$ cat src/rtl/mult_fu_if.sv
// -----------------------------------------------------------------------------
// mult_fu_pkg / mult_fu_if
//
// Purpose: shared packet types and the bundled port interface for the pipelined
// multiply functional unit (mult_fu).
//
// mult_fu_pkg:
//   reservation_station_s : operands vj/vk, op[1:0], dest (ROB entry)
//   cdb_packet_s          : valid, rob_entry, data
//
// mult_fu_if signals (names follow the unit's view of the world):
//   flush_i          : synchronous squash of in-flight and buffered results
//   execute_valid_i  : station presents an instruction
//   execute_packet_i : instruction payload
//   execute_tag_i    : RS tag, debug/trace only
//   fu_ready_o       : unit can accept an instruction this cycle
//   cdb_req_o        : output buffer non-empty
//   cdb_grant_i      : arbiter grants the CDB this cycle
//   cdb_packet_o     : CDB broadcast (head of output buffer)
//   busy_o           : any stage or buffer entry valid
//
// Modports: slave = the functional unit, master = station/arbiter side.
// -----------------------------------------------------------------------------
package mult_fu_pkg;

  typedef struct packed {
    logic [31:0] vj;
    logic [31:0] vk;
    logic [1:0]  op;
    logic [3:0]  dest;
  } reservation_station_s;

  typedef struct packed {
    logic        valid;
    logic [3:0]  rob_entry;
    logic [31:0] data;
  } cdb_packet_s;

endpackage

interface mult_fu_if;
  import mult_fu_pkg::*;

  logic                 flush_i;
  logic                 execute_valid_i;
  reservation_station_s execute_packet_i;
  logic [3:0]           execute_tag_i;
  logic                 fu_ready_o;
  logic                 cdb_req_o;
  logic                 cdb_grant_i;
  cdb_packet_s          cdb_packet_o;
  logic                 busy_o;

  modport slave (
    input  flush_i, execute_valid_i, execute_packet_i, execute_tag_i, cdb_grant_i,
    output fu_ready_o, cdb_req_o, cdb_packet_o, busy_o
  );

  modport master (
    output flush_i, execute_valid_i, execute_packet_i, execute_tag_i, cdb_grant_i,
    input  fu_ready_o, cdb_req_o, cdb_packet_o, busy_o
  );

endinterface

$ cat src/rtl/mult_fu.sv
// -----------------------------------------------------------------------------
// mult_fu
//
// Purpose: pipelined 32x32 integer multiply unit. One instruction per cycle is
// accepted from the multiply reservation station, travels LATENCY stages, lands
// in a small in-order output buffer and is broadcast on the CDB through a
// request/grant handshake.
//
// Parameters:
//   LATENCY    : pipeline stages, 1..6 (default 3)
//   OBUF_DEPTH : output buffer entries, power of two 2..4 (default 2)
//
// Ports:
//   clk_i    : clock
//   reset_ni : asynchronous active-low reset
//   fu_if    : mult_fu_if.slave (execute handshake, CDB handshake, flush, busy)
//
// Configuration macro: MULT_FU_HIGH_EN
//   defined   : MUL / MULH / MULHSU / MULHU supported via op[1:0]
//   undefined : op ignored, only the low 32 bits of the product are produced
// -----------------------------------------------------------------------------
module mult_fu
  import mult_fu_pkg::*;
#(
  parameter int LATENCY    = 3,
  parameter int OBUF_DEPTH = 2
) (
  input logic      clk_i,
  input logic      reset_ni,
  mult_fu_if.slave fu_if
);

  localparam int PW = $clog2(OBUF_DEPTH);
  localparam int CW = PW + 1;

  // Pipeline stage state
  logic [LATENCY-1:0] stage_v_q, stage_v_d;
  logic [3:0]         stage_dest_q [LATENCY];
  logic [3:0]         stage_dest_d [LATENCY];
  logic [3:0]         stage_tag_q  [LATENCY];
  logic [3:0]         stage_tag_d  [LATENCY];
  logic [31:0]        stage_res_q  [LATENCY];
  logic [31:0]        stage_res_d  [LATENCY];

  // Output buffer state
  logic [3:0]         obuf_dest_q [OBUF_DEPTH];
  logic [31:0]        obuf_data_q [OBUF_DEPTH];
  logic [PW-1:0]      wr_ptr_q, wr_ptr_d;
  logic [PW-1:0]      rd_ptr_q, rd_ptr_d;
  logic [CW-1:0]      count_q, count_d;

  logic               obuf_full_s;
  logic               adv_s;
  logic               push_s;
  logic               pop_s;
  logic               req_s;
  logic [31:0]        prod_sel_s;
  cdb_packet_s        cdb_pkt_s;
  logic               dbg_unused_s;

  reservation_station_s pkt_s;
  assign pkt_s = fu_if.execute_packet_i;

  // ---------------------------------------------------------------------------
  // Stage-0 product
  // ---------------------------------------------------------------------------
`ifdef MULT_FU_HIGH_EN
  logic [32:0] opa_s, opb_s;
  logic [65:0] opa_ext_s, opb_ext_s, prod_full_s;

  // Sign/zero-extend operands to 33 bits so one signed multiplier covers all ops
  always_comb begin
    if (pkt_s.op == 2'b11) begin
      opa_s = {1'b0, pkt_s.vj};
    end else begin
      opa_s = {pkt_s.vj[31], pkt_s.vj};
    end
    if (pkt_s.op == 2'b01) begin
      opb_s = {pkt_s.vk[31], pkt_s.vk};
    end else begin
      opb_s = {1'b0, pkt_s.vk};
    end
    opa_ext_s   = {{33{opa_s[32]}}, opa_s};
    opb_ext_s   = {{33{opb_s[32]}}, opb_s};
    prod_full_s = opa_ext_s * opb_ext_s;
    case (pkt_s.op)
      2'b00:   prod_sel_s = prod_full_s[31:0];
      2'b01,
      2'b10,
      2'b11:   prod_sel_s = prod_full_s[63:32];
      default: prod_sel_s = prod_full_s[31:0];
    endcase
  end

  // Bits with no consumer (trace tag at the last stage, product sign bits)
  assign dbg_unused_s = ^{stage_tag_q[LATENCY-1], prod_full_s[65:64]};
`else
  // Low-half-only multiplier
  always_comb begin
    prod_sel_s = pkt_s.vj * pkt_s.vk;
  end

  // Bits with no consumer (trace tag at the last stage, ignored op)
  assign dbg_unused_s = ^{stage_tag_q[LATENCY-1], pkt_s.op};
`endif

  // ---------------------------------------------------------------------------
  // Handshake control. adv depends only on registered state, so fu_ready_o
  // never combinationally follows the arbiter grant.
  // ---------------------------------------------------------------------------
  assign obuf_full_s = (count_q == CW'(OBUF_DEPTH));
  assign adv_s       = !(stage_v_q[LATENCY-1] && obuf_full_s);
  assign req_s       = (count_q != {CW{1'b0}});
  assign push_s      = adv_s && stage_v_q[LATENCY-1];
  assign pop_s       = fu_if.cdb_grant_i && req_s;

  // Pipeline next state: flush clears, adv shifts, otherwise hold
  always_comb begin
    stage_v_d    = stage_v_q;
    stage_dest_d = stage_dest_q;
    stage_tag_d  = stage_tag_q;
    stage_res_d  = stage_res_q;
    if (fu_if.flush_i) begin
      stage_v_d = {LATENCY{1'b0}};
    end else if (adv_s) begin
      stage_v_d[0]    = fu_if.execute_valid_i;
      stage_dest_d[0] = pkt_s.dest;
      stage_tag_d[0]  = fu_if.execute_tag_i;
      stage_res_d[0]  = prod_sel_s;
      for (int i = 1; i < LATENCY; i++) begin
        stage_v_d[i]    = stage_v_q[i-1];
        stage_dest_d[i] = stage_dest_q[i-1];
        stage_tag_d[i]  = stage_tag_q[i-1];
        stage_res_d[i]  = stage_res_q[i-1];
      end
    end else begin
      stage_v_d = stage_v_q;
    end
  end

  // Stage valid bits
  always_ff @(posedge clk_i or negedge reset_ni) begin
    if (!reset_ni) begin
      stage_v_q <= {LATENCY{1'b0}};
    end else begin
      stage_v_q <= stage_v_d;
    end
  end

  // Stage datapath (qualified by the valid bits, no reset needed)
  always_ff @(posedge clk_i) begin
    stage_dest_q <= stage_dest_d;
    stage_tag_q  <= stage_tag_d;
    stage_res_q  <= stage_res_d;
  end

  // Output buffer pointer/count next state
  always_comb begin
    wr_ptr_d = wr_ptr_q;
    rd_ptr_d = rd_ptr_q;
    count_d  = count_q;
    if (fu_if.flush_i) begin
      wr_ptr_d = {PW{1'b0}};
      rd_ptr_d = {PW{1'b0}};
      count_d  = {CW{1'b0}};
    end else begin
      case ({push_s, pop_s})
        2'b10: begin
          wr_ptr_d = wr_ptr_q + PW'(1);
          count_d  = count_q + CW'(1);
        end
        2'b01: begin
          rd_ptr_d = rd_ptr_q + PW'(1);
          count_d  = count_q - CW'(1);
        end
        2'b11: begin
          wr_ptr_d = wr_ptr_q + PW'(1);
          rd_ptr_d = rd_ptr_q + PW'(1);
        end
        default: begin
          count_d = count_q;
        end
      endcase
    end
  end

  // Output buffer pointers and count
  always_ff @(posedge clk_i or negedge reset_ni) begin
    if (!reset_ni) begin
      wr_ptr_q <= {PW{1'b0}};
      rd_ptr_q <= {PW{1'b0}};
      count_q  <= {CW{1'b0}};
    end else begin
      wr_ptr_q <= wr_ptr_d;
      rd_ptr_q <= rd_ptr_d;
      count_q  <= count_d;
    end
  end

  // Output buffer storage; reset to zero so the CDB packet is all-zero in reset
  always_ff @(posedge clk_i or negedge reset_ni) begin
    if (!reset_ni) begin
      for (int i = 0; i < OBUF_DEPTH; i++) begin
        obuf_dest_q[i] <= 4'd0;
        obuf_data_q[i] <= 32'd0;
      end
    end else if (push_s && !fu_if.flush_i) begin
      obuf_dest_q[wr_ptr_q] <= stage_dest_q[LATENCY-1];
      obuf_data_q[wr_ptr_q] <= stage_res_q[LATENCY-1];
    end else begin
      obuf_dest_q <= obuf_dest_q;
      obuf_data_q <= obuf_data_q;
    end
  end

  // CDB packet: head of buffer, valid only when a request is granted
  always_comb begin
    cdb_pkt_s.valid     = req_s && fu_if.cdb_grant_i;
    cdb_pkt_s.rob_entry = obuf_dest_q[rd_ptr_q];
    cdb_pkt_s.data      = obuf_data_q[rd_ptr_q];
  end

  assign fu_if.fu_ready_o   = adv_s;
  assign fu_if.cdb_req_o    = req_s;
  assign fu_if.cdb_packet_o = cdb_pkt_s;
  assign fu_if.busy_o       = (|stage_v_q) || req_s;

endmodule

$ cat src/flat_wrapper.sv
// flat-port wrapper written by rule: the top's interface ports become plain ports
module mult_fu_flat import mult_fu_pkg::*;
#(
  parameter int LATENCY    = 3,
  parameter int OBUF_DEPTH = 2
)
  (clk_i, reset_ni, fu_if_flush_i, fu_if_execute_valid_i, fu_if_execute_packet_i, fu_if_execute_tag_i, fu_if_cdb_grant_i, fu_if_fu_ready_o, fu_if_cdb_req_o, fu_if_cdb_packet_o, fu_if_busy_o);
  mult_fu_if fu_if_i ();
  input logic clk_i;
  input logic reset_ni;
  input wire logic [$bits(fu_if_i.flush_i)-1:0] fu_if_flush_i;
  input wire logic [$bits(fu_if_i.execute_valid_i)-1:0] fu_if_execute_valid_i;
  input wire logic [$bits(fu_if_i.execute_packet_i)-1:0] fu_if_execute_packet_i;
  input wire logic [$bits(fu_if_i.execute_tag_i)-1:0] fu_if_execute_tag_i;
  input wire logic [$bits(fu_if_i.cdb_grant_i)-1:0] fu_if_cdb_grant_i;
  output wire logic [$bits(fu_if_i.fu_ready_o)-1:0] fu_if_fu_ready_o;
  output wire logic [$bits(fu_if_i.cdb_req_o)-1:0] fu_if_cdb_req_o;
  output wire logic [$bits(fu_if_i.cdb_packet_o)-1:0] fu_if_cdb_packet_o;
  output wire logic [$bits(fu_if_i.busy_o)-1:0] fu_if_busy_o;
  assign fu_if_i.flush_i = fu_if_flush_i;
  assign fu_if_i.execute_valid_i = fu_if_execute_valid_i;
  assign fu_if_i.execute_packet_i = fu_if_execute_packet_i;
  assign fu_if_i.execute_tag_i = fu_if_execute_tag_i;
  assign fu_if_i.cdb_grant_i = fu_if_cdb_grant_i;
  assign fu_if_fu_ready_o = fu_if_i.fu_ready_o;
  assign fu_if_cdb_req_o = fu_if_i.cdb_req_o;
  assign fu_if_cdb_packet_o = fu_if_i.cdb_packet_o;
  assign fu_if_busy_o = fu_if_i.busy_o;
  mult_fu #(.LATENCY(LATENCY), .OBUF_DEPTH(OBUF_DEPTH)) u_core (.clk_i(clk_i), .reset_ni(reset_ni), .fu_if(fu_if_i));
endmodule
$ cat config.mk
export PLATFORM = sky130hd
export DESIGN_NAME = mult_fu_flat
export DESIGN_NICKNAME = d
export VERILOG_FILES = /design/src/rtl/mult_fu_if.sv /design/src/rtl/mult_fu.sv /design/src/flat_wrapper.sv
export SDC_FILE = /design/constraint.sdc
export NUM_CORES = 1
export LEC_CHECK = 0
export ABC_AREA = 1
export BUFFER_PORTS_ARGS = -buffer_cell sky130_fd_sc_hd__buf_4
export CAP_MARGIN = 30
export CORE_ASPECT_RATIO = 1.25
export CORE_MARGIN = 5
export CORE_UTILIZATION = 60
export CTS_CLUSTER_SIZE = 8
export DETAILED_ROUTE_END_ITERATION = 6
export PLACE_DENSITY = 0.85
export SETUP_SLACK_MARGIN = 0.1
export SYNTH_ARGS = -nofsm -noshare
export SYNTH_HDL_FRONTEND = slang
export SYNTH_SLANG_ARGS = --single-unit
$ cat constraint.sdc
create_clock -name clk_i -period 5.7 [get_ports clk_i]
set_clock_uncertainty 0.1 [all_clocks]
set_input_delay 0.57 -clock clk_i [delete_from_list [all_inputs] [get_ports clk_i]]
set_output_delay 0.57 -clock clk_i [all_outputs]
set_load 0.005 [all_outputs]
==> impl.org <==
** Setup path
- CP required :: a little under 6 ns
- STA puts the critical path data arrival time at approximately 6.6 ns.
- Max incr delay on CP :: 0.57 ns
- Critical path start-end classification :: primary input to register
- STA classifies the critical path startpoint as a primary input.
- STA classifies the critical path endpoint as a register.
- In this run the critical register-to-register path is launched from u_core.count_q[0].
- Buffers and inverters on the worst path :: 10
- Register-to-register setup slack :: 3.19 ns
- Critical path fanouts, max :: 6
- Length in cells of the worst reg-to-reg path :: 7
- For this design, the slowest cell found on the critical path is sky130_fd_sc_hd__fa_1.
- In this run the critical register-to-register path is captured at u_core.stage_res_q[48].
- On the critical path the largest part of the delay comes from adder cells.

** Route
- Wires add up to just over 70000 um.
- Dividing the detail-routed wire length by the instance count gives just under 20 um.
- Before antenna repair, the detailed router went through 6 iterations.
- In this run the remaining antenna-violating nets after routing total 0.
- Via density per instance :: approximately 5.6
- Detailed-route DRC error count :: 0
- The routed layout has 20.10k vias.
- The detailed router finished its first iteration with roughly 1.8k violations.

** CTS
- TritonCTS built the clock tree.
- After clock tree synthesis, the clock-pin slew on the worst setup and hold paths is roughly 0.060 ns.
- The clock drives about 190 sinks.
- The H-tree was split into 4 levels.
- The clock passes through at most 3 buffers.
- The cell sitting at the root of the clock tree is a sky130_fd_sc_hd__clkbuf_16.
- The number of clock buffers added by TritonCTS is 25.
- Clock latency reported for the late side of the worst-skew pair :: ~0.47 ns

** Outcome
- The flow ran to the end, but the final reports show violations.
- The checks that failed: setup timing.

** Floorplanning
- The die covers between 40000 and 50000 um^2.
- Number of I/O pins :: 119
- Starting density of the core :: 60.89%
- The region available for standard cell placement spans roughly 38000 um^2.
- Vertical die dimension :: about 230 um
- Total number of placement rows :: 80
- Width of the die :: 186.4 um

** Global routing
- Global route overflow :: 0
- The number of global-route vias before repair came to 21.99k.
- The first global-routing pass estimated 108400 um of wire.
- GR Util All Layers :: between 30% and 40%
- Entering global routing, the biggest net connects 80 pins.
- The number of antenna violations at the first check in global routing was 0.

** Timing
- Worst rel slew slack :: a little over half
- For the pin with the worst max-slew slack, the measured transition is 0.7074 ns.
- Static timing analysis puts the maximum clock frequency at 155.2 MHz.
- Final period utilization :: 113.1%
- Time the final worst path needs with I/O delays and setup :: 6.445 ns
- The number of max-slew violations in the final report was 0.
- Setup repair after global routing missed its margin :: true
- Fin. Hold Viols :: 0
- Endpoints failing setup :: 22
- In the post-route analysis, the smallest setup slack over all paths is -0.7449 ns.
- Hold_ws :: 0.1830 ns

** Yosys
- Synthesis produced a netlist whose cell count is 2770.
- Largest cells by area after synthesis :: sky130_fd_sc_hd__fa_1, sky130_fd_sc_hd__nand2_1, sky130_fd_sc_hd__edfxtp_1
- Synth Warn # :: 0
- For this run, the register share of the synthesized area comes to approximately 22%.
- A synthesized cell averages approximately 8.4 um^2.
- In this run, synthesis inferred approximately 110 flip-flops with an integrated enable.
- The largest total area in the synthesized netlist belongs to sky130_fd_sc_hd__fa_1.
- Dominant synthesized flop cell :: sky130_fd_sc_hd__edfxtp_1
- In this run, distinct cell masters in the synthesized netlist total 43.
- Post-synth net total :: approximately 3.4k
- Share of the synthesized area in the top cell type :: about a third
- Mapped cell area :: approximately 23000 um^2
- Async S/R FF share, synth :: about 42%
- Counting flops and latches in the post-synthesis netlist gives approximately 190.

** Place
- Cell area after placement :: approximately 26000 um^2
- The congestion estimate from routability-driven global placement came to slightly below 1.
- Timing analysis after detailed placement gives a worst setup slack of -1.219 ns.
- Input/output buffers :: 112
- After legalization and detailed placement, the total HPWL measured 48000 um.

** Hold path
- In this run the most critical hold path is launched from fu_if_execute_packet_i[1].
- The path class of the tightest hold or removal check is primary input to register.
- Sink of the worst hold path :: u_core.stage_dest_q[9]
- Counting instances, the worst hold path has a depth of 1.

** Layout
- Antenna diode count :: 0
- Layout Area Growth over Synthesis :: 23.78%
- Summing all non-filler instances in the final layout gives an area of between 20000 and 30000 um^2.
- After the last flow step, the layout net total stands at 3692.
- Fraction of layout cells with a size suffix above 1 :: 22.13%

** Job
- # Max-Cap Violations :: 0
-- area by class of cell --
class / count / area, um^2
Clock inverter: 3 / 40.04
Timing Repair Buffer: 412 / 3809
Tap cell: 492 / 615.6
Sequential cell: 187 / 5220
Clock buffer: 29 / 683.2
Inverter: 777 / 2919
Multi-Input combinational cell: 1679 / 15610
Fill cell: 2214 / 9440
-- cell usage in the layout, fill, tap and decap left out, types with 5 or more instances in the layout --
| master | synthesis | final |
|---|---|---|
| sky130_fd_sc_hd__nand2_1 | 873 | 828 |
| sky130_fd_sc_hd__nand3b_1 | 7 | 7 |
| sky130_fd_sc_hd__nand2_2 | 12 | 42 |
| sky130_fd_sc_hd__clkbuf_16 | 0 | 27 |
| sky130_fd_sc_hd__inv_2 | 3 | 51 |
| sky130_fd_sc_hd__edfxtp_1 | 108 | 108 |
| sky130_fd_sc_hd__buf_4 | 11 | 320 |
| sky130_fd_sc_hd__o21ai_0 | 87 | 79 |
| sky130_fd_sc_hd__o21ai_2 | 0 | 7 |
| sky130_fd_sc_hd__buf_6 | 7 | 46 |
| sky130_fd_sc_hd__fa_1 | 408 | 368 |
| sky130_fd_sc_hd__a21oi_2 | 1 | 16 |
| sky130_fd_sc_hd__fa_2 | 0 | 40 |
| sky130_fd_sc_hd__nand2_4 | 1 | 16 |
| sky130_fd_sc_hd__buf_8 | 0 | 12 |
| sky130_fd_sc_hd__a21oi_1 | 31 | 9 |
| sky130_fd_sc_hd__nor2_1 | 16 | 9 |
| sky130_fd_sc_hd__nand3_2 | 1 | 6 |
| sky130_fd_sc_hd__xor2_1 | 24 | 22 |
| sky130_fd_sc_hd__buf_12 | 0 | 28 |
| sky130_fd_sc_hd__nand3_1 | 47 | 42 |
| sky130_fd_sc_hd__inv_1 | 772 | 723 |
| sky130_fd_sc_hd__ha_4 | 0 | 26 |
| sky130_fd_sc_hd__ha_1 | 123 | 95 |
| sky130_fd_sc_hd__nand4_1 | 8 | 8 |
| sky130_fd_sc_hd__xnor2_1 | 12 | 10 |
| sky130_fd_sc_hd__a21oi_4 | 1 | 8 |
| sky130_fd_sc_hd__dfrtp_1 | 79 | 79 |
| sky130_fd_sc_hd__buf_16 | 0 | 5 |
-- how the worst max path moves through the flow --
stage                               startpoint                endpoint  slack [ns]  cells after the start
detailed placement  fu_if_execute_packet_i[51]  u_core.stage_res_q[95]       -1.22                     24
CTS                 fu_if_execute_packet_i[11]  u_core.stage_res_q[92]       -0.52                     25
global placement    fu_if_execute_packet_i[48]  u_core.stage_res_q[92]       -1.05                     26
global route        fu_if_execute_packet_i[17]  u_core.stage_res_q[92]       -0.87                     28
floorplan           fu_if_execute_packet_i[13]  u_core.stage_res_q[89]       -0.82                     26
finish              fu_if_execute_packet_i[17]  u_core.stage_res_q[92]       -0.74                     28
-- metal layers --
layer	wire length, um	share of wire (%)	vias up	global-route usage [%]
li1	-	-	8533	-
met1	22310	32	9666	33.25
met2	34640	49	1352	55.16
met3	6902	9.8	552	5.787
met4	6815	9.6	0	23.02
met5	0	0	-	0
-- Yosys cell counts, types with 5 or more instances --
master and n:
sky130_fd_sc_hd__buf_1 13, sky130_fd_sc_hd__o21ai_0 87, sky130_fd_sc_hd__fa_1 408, sky130_fd_sc_hd__xnor2_1 12, sky130_fd_sc_hd__nor2_1 16, sky130_fd_sc_hd__ha_1 123, sky130_fd_sc_hd__inv_1 772, sky130_fd_sc_hd__buf_2 8
sky130_fd_sc_hd__buf_6 7, sky130_fd_sc_hd__buf_4 11, sky130_fd_sc_hd__nand3b_1 7, sky130_fd_sc_hd__clkbuf_1 87, sky130_fd_sc_hd__edfxtp_1 108, sky130_fd_sc_hd__nand3_1 47, sky130_fd_sc_hd__a21oi_1 31, sky130_fd_sc_hd__dfrtp_1 79
sky130_fd_sc_hd__a21o_1 5, sky130_fd_sc_hd__nand4_1 8, sky130_fd_sc_hd__nand2_1 873, sky130_fd_sc_hd__nand2_2 12, sky130_fd_sc_hd__xor2_1 24
-- metrics by stage --
stage               TNS [ns]  cells  utilization [%]
finish                -11.60   3579            75.38
global route          -13.77   3579            75.38
CTS                   -6.007   3563            74.25
detailed placement    -20.72   3487            68.97
global placement      -18.18   3485            68.84
floorplan             -8.981   2770                -
-- logic make-up (layout without fill, tap and decap cells) --
logic type | count (synthesis) | count (layout) | share of synthesized area [%]
xor gates and xnor gates | 37 | 37 | 1.420
and+or+nand+nor | 971 | 971 | 16.33
DFF | 187 | 187 | 22.36
buffers and inverters | 904 | 1221 | 14.99
AOI/OAI and AO/OA | 140 | 140 | 3.323
adders and majority gates | 531 | 531 | 41.58
-- flip-flops by register name (all words and copies together), names as in the netlist --
signal and flops:
u_core.wr_ptr_q 1, u_core.count_q 2, u_core.stage_dest_q 12, u_core.obuf_dest_q 8, u_core.stage_res_q 96, u_core.stage_v_q 3, u_core.rd_ptr_q 1, u_core.obuf_data_q 64
-- repair_timing --
item | in CTS | in global routing
buffers inserted | 44 | 14
hold buffers | 0 | 1
hold endpoints to repair | 0 | 4
endpoints found under the setup margin | 22 | 22
pin swaps | 101 | 66
gates cloned | 3 | 0
resized for setup | 232 | 95
Power is left out: the tool's default activity adds up to more than one toggle a clock period on the data nets, which glitch-free logic cannot reach.
